[config.mk]
export PLATFORM = sky130hd
export DESIGN_NAME = j1_dbus_wb_master
export DESIGN_NICKNAME = d
export VERILOG_FILES = /design/src/rtl/j1_dbus_wb_master_pkg.sv /design/src/rtl/j1_dbus_wb_master.sv
export SDC_FILE = /design/constraint.sdc
export NUM_CORES = 1
export LEC_CHECK = 0
export ABC_AREA = 1
export CORE_MARGIN = 8
export CORE_UTILIZATION = 42
export CTS_BUF_LIST = sky130_fd_sc_hd__clkbuf_8
export DETAILED_ROUTE_END_ITERATION = 10
export PLACE_DENSITY_LB_ADDON = 0.08
export SYNTH_ARGS = -nofsm -noshare
export SYNTH_HDL_FRONTEND = slang
export SYNTH_SLANG_ARGS = --single-unit
export TNS_END_PERCENT = 10
[constraint.sdc]
create_clock -name clk -period 1.6 [get_ports clk]
set_input_delay 0.16 -clock clk [delete_from_list [all_inputs] [get_ports clk]]
set_output_delay 0.16 -clock clk [all_outputs]
set_load 0.05 [all_outputs]
[src/rtl/j1_dbus_wb_master_pkg.sv]
// Shared types for the J1 data-bus to Wishbone bridge.
package j1_dbus_wb_master_pkg;

  typedef enum logic [1:0] {
    IDLE = 2'd0,
    BUSY = 2'd1,
    DONE = 2'd2
  } wb_state_t;

  localparam logic [1:0] WB_SEL_ALL = 2'b11;

endpackage

[src/rtl/j1_dbus_wb_master.sv]
// J1 data bus to Wishbone B4 classic master; stalls the core until ack/err.
// Optional watchdog: define J1_WB_TIMEOUT_EN to end a BUSY cycle after TIMEOUT cycles.
module j1_dbus_wb_master
  import j1_dbus_wb_master_pkg::*;
#(
  parameter int unsigned TIMEOUT = 255
) (
  input  logic        clk,
  input  logic        reset_n,
  input  logic [15:0] dbus_adr,
  input  logic        dbus_re,
  input  logic        dbus_we,
  input  logic [15:0] dbus_dat_o,
  output logic [15:0] dbus_dat_i,
  output logic        stall,
  output logic        bus_err,
  output logic        wb_cyc_o,
  output logic        wb_stb_o,
  output logic        wb_we_o,
  output logic [15:0] wb_adr_o,
  output logic [1:0]  wb_sel_o,
  output logic [15:0] wb_dat_o,
  input  logic [15:0] wb_dat_i,
  input  logic        wb_ack_i,
  input  logic        wb_err_i
);

  if (TIMEOUT < 2 || TIMEOUT > 65535) begin : g_timeout_range
    $error("TIMEOUT must be in 2..65535");
  end

  wb_state_t state;
  logic      req;
  logic      wd_expire;

  assign req      = dbus_re | dbus_we;
  assign wb_sel_o = WB_SEL_ALL;

`ifdef J1_WB_TIMEOUT_EN
  logic [15:0] wd_cnt;

  // Zero in every non-BUSY cycle, so the first BUSY cycle always sees 0.
  always_ff @(posedge clk or negedge reset_n) begin
    if (!reset_n) begin
      wd_cnt <= '0;
    end else if (state == BUSY) begin
      wd_cnt <= wd_cnt + 16'd1;
    end else begin
      wd_cnt <= '0;
    end
  end

  assign wd_expire = (wd_cnt == 16'(TIMEOUT - 1));
`else
  assign wd_expire = 1'b0;
`endif

  // Depends only on state and the core request: no ack-to-core path.
  always_comb begin
    stall = 1'b0;
    if (state == BUSY || (state == IDLE && req)) begin
      stall = 1'b1;
    end
  end

  always_ff @(posedge clk or negedge reset_n) begin
    if (!reset_n) begin
      state      <= IDLE;
      wb_cyc_o   <= 1'b0;
      wb_stb_o   <= 1'b0;
      wb_we_o    <= 1'b0;
      wb_adr_o   <= '0;
      wb_dat_o   <= '0;
      dbus_dat_i <= '0;
      bus_err    <= 1'b0;
    end else begin
      bus_err <= 1'b0;
      case (state)
        IDLE: begin
          if (req) begin
            state    <= BUSY;
            wb_cyc_o <= 1'b1;
            wb_stb_o <= 1'b1;
            wb_we_o  <= dbus_we;
            wb_adr_o <= dbus_adr;
            wb_dat_o <= dbus_dat_o;
          end
        end
        BUSY: begin
          if (wb_err_i || wd_expire) begin
            state    <= DONE;
            wb_cyc_o <= 1'b0;
            wb_stb_o <= 1'b0;
            wb_we_o  <= 1'b0;
            bus_err  <= 1'b1;
            if (!wb_we_o) begin
              dbus_dat_i <= '0;
            end
          end else if (wb_ack_i) begin
            state    <= DONE;
            wb_cyc_o <= 1'b0;
            wb_stb_o <= 1'b0;
            wb_we_o  <= 1'b0;
            if (!wb_we_o) begin
              dbus_dat_i <= wb_dat_i;
            end
          end
        end
        DONE: begin
          state <= IDLE;
        end
        default: begin
          state <= IDLE;
        end
      endcase
    end
  end

endmodule

==> metrics.md, run 1 <==
| Metric | Value |
|---|---|
| Antenna viol nets, final | `0` |
| Adder-Cell Fraction of Synth Area | `0%` |
| First-pass GRT wire length | `10200 um` |
| DRC viols | `0` |
| Largest net degree at the start of global routing | `54` |
| Setup CP Type | `reg2out` |
| Setup TNS | `0 ns` |
| Antenna Cells | `0` |
| Crit-path slowest cell | `dfrtp_1` |
| Setup ws final | `between 0.1 and 0.15 ns` |
| Final period utilization | `between 90 and 100%` |
| Drt pass-1 iters | `6` |
| Core Region | `about 5400 um2` |
| Ports | `between 100 and 150` |
| Syn avg cell area | `between 8 and 9 um2` |
| Setup Buffers After CTS | `0` |
| Period minus WS final | `between 1 and 1.5 ns` |
| Row cnt | `27` |
| Register area share after synthesis | `between 50% and 60%` |
| Commonest non-fill, non-tap cell in the layout | `nand2_1` |
| Max-slew violations | `0` |
| Clock slew at reported path FFs | `about 0.090 ns` |
| CP arrival | `about 1.3 ns` |
| Vias | `about 2000` |
| Outcome | `completed` |
| FF-to-FF Start | `state[1]$_DFFE_PN0P_` |
| Cells after DPL | `around 440` |
| Complex-gate fraction of the synthesized area | `less than 1%` |
| Crit end category | `output port` |
| Tot Pwr | `between 8 and 9 mW` |
| Synth Warn # | `0` |
| Die span in x | `90.7 um` |
| Syn Inst Count | `272` |
| Overall global routing resource usage | `about 15%` |
| Nets | `around 430` |
| Commonest cells after routing, fill and taps aside | `103 x nand2_1, 58 x buf_4, 53 x dfrtp_1` |
| HP Class | `in2async` |
| Total Wirelength | `roughly 6000 um` |
| GRT Residual Overflow | `0` |
| TritonCTS Sinks | `53` |
| Clk Latency, worst-skew pair | `approximately 0.3 ns` |
| Placement Cell Area | `between 3000 and 4000 um2` |
| Setup WS pre-CTS | `about 0.080 ns` |
| Netlist cell types | `17` |
| Area Growth Syn to Fin | `45.6%` |
| Non-Filler Instances | `450` |
| CTS H-tree depth | `2` |
| #FFs+latches synth | `between 50 and 60` |
| Crit path buf inv count | `1` |
| CP Launch Type | `register` |
| Largest family of logic cells by synthesized area | `simple AND/OR/NAND/NOR gates` |
| CTS tree | `built` |
| Initial Utilization | `a little over two fifths` |
| Fillcell total | `529` |
| RSZ-0062 raised after global routing | `no` |
| DP HPWL | `about 4600 um` |
| Worst path required time | `around 1.4 ns` |
| Die Area | `about 8200 um2` |
| Mapped cell area | `between 2000 and 2500 um2` |
| Crit-path cells | `nor2_4, nand2_4, nand2_1, buf_12` |
| Final instance area | `around 3400 um2` |
| WL/cell | `about 14 um` |
| Pwr Density | `between 2000 and 2500 nW/um2` |
| Vias per cell | `~4.6` |
| Max cap viols | `0` |
| Static Leak | `1.85 nW` |
| Cell family with most CP delay | `flip-flops` |
| Mux contribution to synthesized area | `0%` |
| Max Freq | `roughly 670 MHz` |
| Die Y | `90.7 um` |
| Initial antenna violation count | `0` |
| Hold Fails Final Rpt | `0` |
| Number of setup violations in the final report | `0` |
| Crit path largest cell delay | `~0.46 ns` |
| CTS buffer count | `5` |
| Setup crit start | `state[1]$_DFFE_PN0P_` |
| Clk_skew | `between 0.006 and 0.007 ns` |
| Layout cells sized above 1 | `20.4%` |
| Worst-path fanout max | `11` |
| Simple-gate share of the synthesized area | `around a third` |
| Clock buffer depth | `2` |
| Xor and xnor fraction of the mapped netlist area | `0%` |
| PortBufs | `around 110` |
| Root Buffer | `clkbuf_8` |
| Number of global-route vias before repair | `between 2000 and 2500` |
| 1st-iter DRT viols | `just over 90` |
| Max VDD drop | `about 1500 uV` |
| Routability Congestion | `0.680` |
power breakdown:
part	total [mW]	internal (mW)	leakage (nW)	switching, mW
Clock	0.741	0.338	0.0485	0.403
Combinational	5.03	1.48	1.14	3.55
Sequential	2.35	1.97	0.664	0.380
final timing paths:
check	to	slack, ns	depth (start not counted)
worst max-delay path	stall	0.11	4
worst min-delay path	wb_dat_o[1]$_DFFE_PN0P_	0.36	3
worst max register to register	dbus_dat_i[5]$_DFFE_PN0P_	0.38	5
worst min register to register	wb_dat_o[12]$_DFFE_PN0P_	0.48	2
max in group asynchronous	wb_adr_o[13]$_DFFE_PN0P_	0.98	3
min in group clk	wb_dat_o[5]$_DFFE_PN0P_	0.41	3
layer usage:
metal / routed length, um / track usage [%] / vias up
li1: - / - / 1040
met3: 487 / 5.40 / 6
met2: 2850 / 24.1 / 70
met5: 0 / 0 / -
met4: 59 / 3.74 / 0
met1: 2720 / 18.7 / 938
per-stage QoR:
step	utilization, %	hold slack [ns]
after floorplan	-	-0.136
after global placement	60.9	0.179
after detailed placement	60.9	0.179
after CTS	62.7	0.379
after global routing	62.7	0.399
final	62.7	0.365
cell usage after synthesis:
| cell type | number | area share, % |
|---|---|---|
| nand2_1 | 103 | 17 |
| dfrtp_1 | 53 | 57 |
| nand3_1 | 49 | 10 |
| inv_1 | 21 | 3.4 |
| nor2_1 | 17 | 2.7 |
| buf_6 | 7 | 3.4 |
| buf_4 | 6 | 1.9 |
| buf_2 | 4 | 0.85 |
| nor2_4 | 3 | 1.4 |
| nand2_2 | 2 | 0.53 |
| clkinv_1 | 1 | 0.16 |
| conb_1 | 1 | 0.16 |
| inv_2 | 1 | 0.16 |
| nand2_4 | 1 | 0.48 |
| nand3_4 | 1 | 0.75 |
| nor2_2 | 1 | 0.27 |
| o21ai_0 | 1 | 0.21 |
layout make-up:
type	instances	area (um2)	share of cell area [%]
well taps	72	90.1	2.64
inverters	23	86.3	2.53
multi-input cells	180	790	23.2
clock buffers	6	82.6	2.42
repair buffers	115	1030	30.2
clock inverters	1	3.75	0.110
flip-flops and latches	53	1330	38.9
logic make-up after synthesis:
family	count (synthesis)
compound gates	1
buf+inv	40
flops	53
other cells	1
simple gates	177
registers in the layout, summed over array words and instances, names as in the netlist:
register    flops
dbus_dat_i     16
wb_we_o         1
state           2
wb_dat_o       16
wb_stb_o        1
wb_adr_o       16
bus_err         1
tightest hold or removal path: stages:
cell and delay, ns:
dlygate4sd3_1 0.51, buf_2 0.12, buf_12 0.26
timing repair:
action,4_1_cts,5_1_grt
resized for setup,0,0
hold buffers,1,0
hold endpoints to repair,53,0
(Power assumes the default switching activity.)
==> inputs of run 2 (changes only) <==
Settings changed: CELL_PAD_IN_SITES_DETAIL_PLACEMENT set to 1, CELL_PAD_IN_SITES_GLOBAL_PLACEMENT set to 2, CORE_ASPECT_RATIO set to 0.5, CORE_UTILIZATION 42 to 23, CTS_CLUSTER_DIAMETER set to 100.
==> run 2 against run 1 <==
Net effect:
- die area up 69%
- clock power up 28%
- power up 4.0%
- register-to-register slack worse by 0.03 ns
- via count up 2.7%
- count of clock-buffer cells in the layout down 1
==> metrics.md, run 2 (synthesis gave the netlist of run 1 again) <==
| Metric | Value |
|---|---|
| Period minus WS final | `1.49 ns (-0.00408 ns)` |
| Setup CP Type | `reg2out` |
| Worst path required time | `1.44 ns (about the same)` |
| Fillcell total | `1180 (+120%)` |
| WL/cell | `14.6 um (+7.5%)` |
| Placement Cell Area | `3400 um2 (+2.6%)` |
| Core Region | `10100 um2 (+85%)` |
| Pwr Density | `2400 nW/um2 (+0.57%)` |
| Initial Utilization | `23.3% (-20 points)` |
| Worst-path fanout max | `10 (-1)` |
| Cells after DPL | `510 (+15%)` |
| Antenna viol nets, final | `0 (unchanged)` |
| Non-Filler Instances | `519 (+15%)` |
| Clk_skew | `0.00586 ns (-0.000513 ns)` |
| Final instance area | `3520 um2 (+3.4%)` |
| Vias | `2110 (+2.7%)` |
| Crit-path cells | `nor2_4, nand2_4, nand2_1, buf_12` |
| Drt pass-1 iters | `4 (-2)` |
| Die Area | `13900 um2 (+69%)` |
| Reg2reg end | `dbus_dat_i[3]$_DFFE_PN0P_` |
| Commonest non-fill, non-tap cell in the layout | `nand2_1` |
| Clock buffer depth | `2 (unchanged)` |
| Number of global-route vias before repair | `2320 (+10%)` |
| Final Core Density | `35.1% (-28 points)` |
| CTS tree | `built` |
| Ports | `109 (unchanged)` |
| Static Leak | `1.86 nW (+0.24%)` |
| Layout cells sized above 1 | `21.1% (+0.74 points)` |
| GRT Residual Overflow | `0 (unchanged)` |
| Overall global routing resource usage | `11.4% (-3.7 points)` |
| Clk Latency, worst-skew pair | `0.32 ns (+0.02 ns)` |
| Die span in x | `159 um (+75%)` |
| Seq. cell area | `1330 um2 (about the same)` |
| RSZ-0062 raised after global routing | `no` |
| TritonCTS Sinks | `53 (unchanged)` |
| DP HPWL | `5540 um (+21%)` |
| Hold Fails Final Rpt | `0 (unchanged)` |
| Max cap viols | `0 (unchanged)` |
| Vias per cell | `4.07 (-11%)` |
| Setup TNS | `0 ns (unchanged)` |
| Crit path largest cell delay | `0.46 ns (about the same)` |
| Root Buffer | `clkbuf_8` |
| Max Freq | `672 MHz (+0.27%)` |
| Nets | `432 (unchanged)` |
| 1st-iter DRT viols | `87 (-4.4%)` |
| DRC viols | `0 (unchanged)` |
| Number of setup violations in the final report | `0 (unchanged)` |
| CP Launch Type | `register` |
| FF-to-FF Start | `state[1]$_DFFE_PN0P_` |
| Worst reg2reg path depth | `5 (unchanged)` |
| HP Class | `in2async` |
| Setup Buffers After CTS | `0 (unchanged)` |
| Outcome | `completed` |
| Max VDD drop | `700 uV (-52%)` |
| Crit-path slowest cell | `dfrtp_2` |
| Die Y | `87.4 um (-3.7%)` |
| Antenna Cells | `0 (unchanged)` |
| CTS buffer count | `5 (unchanged)` |
| Total Wirelength | `7590 um (+24%)` |
| Max-slew violations | `0 (unchanged)` |
| Clock slew at reported path FFs | `0.10 ns (about the same)` |
| Initial antenna violation count | `0 (unchanged)` |
| CTS H-tree depth | `2 (unchanged)` |
| Row cnt | `26 (-3.7%)` |
| Biggest regs | `dbus_dat_i: 16 flops, wb_adr_o: 16 flops, wb_dat_o: 16 flops` |
| Largest net degree at the start of global routing | `54 (unchanged)` |
| CP arrival | `1.33 ns (about the same)` |
| Multi-input gate area | `790 um2 (unchanged)` |
| Routability Congestion | `0.708 (+4.2%)` |
| Setup crit start | `state[1]$_DFFE_PN0P_` |
| PortBufs | `106 (unchanged)` |
| Worst reg2reg setup slack | `0.35 ns (-0.03 ns)` |
| Commonest cells after routing, fill and taps aside | `103 x nand2_1, 58 x buf_4, 52 x dfrtp_1, 52 x clkdlybuf4s50_1, 49 x nand3_1` |
| Setup crit end | `stall` |
| Crit end category | `output port` |
| Final period utilization | `93.0% (-0.26 points)` |
| First-pass GRT wire length | `12400 um (+21%)` |
| Area Growth Syn to Fin | `50.5%` |
run 2: metrics by stage:
stage	setup slack, ns	power, mW	hold WS [ns]
after floorplan	0.116	5.91	-0.136
after global placement	0.149	7.52	0.181
after detailed placement	0.138	7.62	0.185
after CTS	0.0571	8.61	0.366
after global routing	0.0192	9.00	0.375
final	0.112	8.45	0.356
run 2: worst min-delay path by stage:
stage,startpoint,end
2_1_floorplan,reset_n,bus_err$_DFF_PN0_
3_3_place_gp,reset_n,dbus_dat_i[6]$_DFFE_PN0P_
3_5_place_dp,reset_n,dbus_dat_i[2]$_DFFE_PN0P_
4_1_cts,reset_n,wb_adr_o[9]$_DFFE_PN0P_
5_1_grt,reset_n,dbus_dat_i[7]$_DFFE_PN0P_
6_report,reset_n,dbus_dat_i[7]$_DFFE_PN0P_
run 2: critical path, delay by kind of cell (launching register included):
family	cells	cell delay, ns
DFF	1	0.46
and+or+nand+nor	3	0.41
buffers and inverters	1	0.14
run 2: what timing repair did:
item,CTS,global route
endpoints found under the setup margin,0,1
resized for setup,0,1
hold endpoints to repair,53,0
hold buffers,1,0
run 2: routing by layer:
| layer | GRT usage [%] | share of wire [%] | routed length (um) |
|---|---|---|---|
| met1 | 13.3 | 44 | 3330 |
| met2 | 20.1 | 51 | 3850 |
| met3 | 3.21 | 4.2 | 321 |
| met4 | 3.34 | 1.1 | 86 |
| met5 | 0 | 0 | 0 |
run 2: where the power goes:
group          total (mW)  internal [mW]  leakage, nW  switching (mW)
combinational        5.11           1.48         1.14            3.63
sequential           2.39           1.97        0.662           0.411
clock               0.950          0.469       0.0543           0.481
total                8.45           3.93         1.86            4.53
run 2: area by class of cell:
class,count,share of cell area [%]
clock buffer,5,1.95
clock inverter,3,1.31
inverter,23,2.45
multi-input combinational,180,22.4
sequential,53,37.7
tap,140,4.97
timing repair buffer,115,29.3
==> inputs of run 3 (changes only) <==
Settings changed: GPL_ROUTABILITY_DRIVEN set to 0.
==> results of run 3 <==
The final DEF is identical to that of run 2; final timing and power are the same.
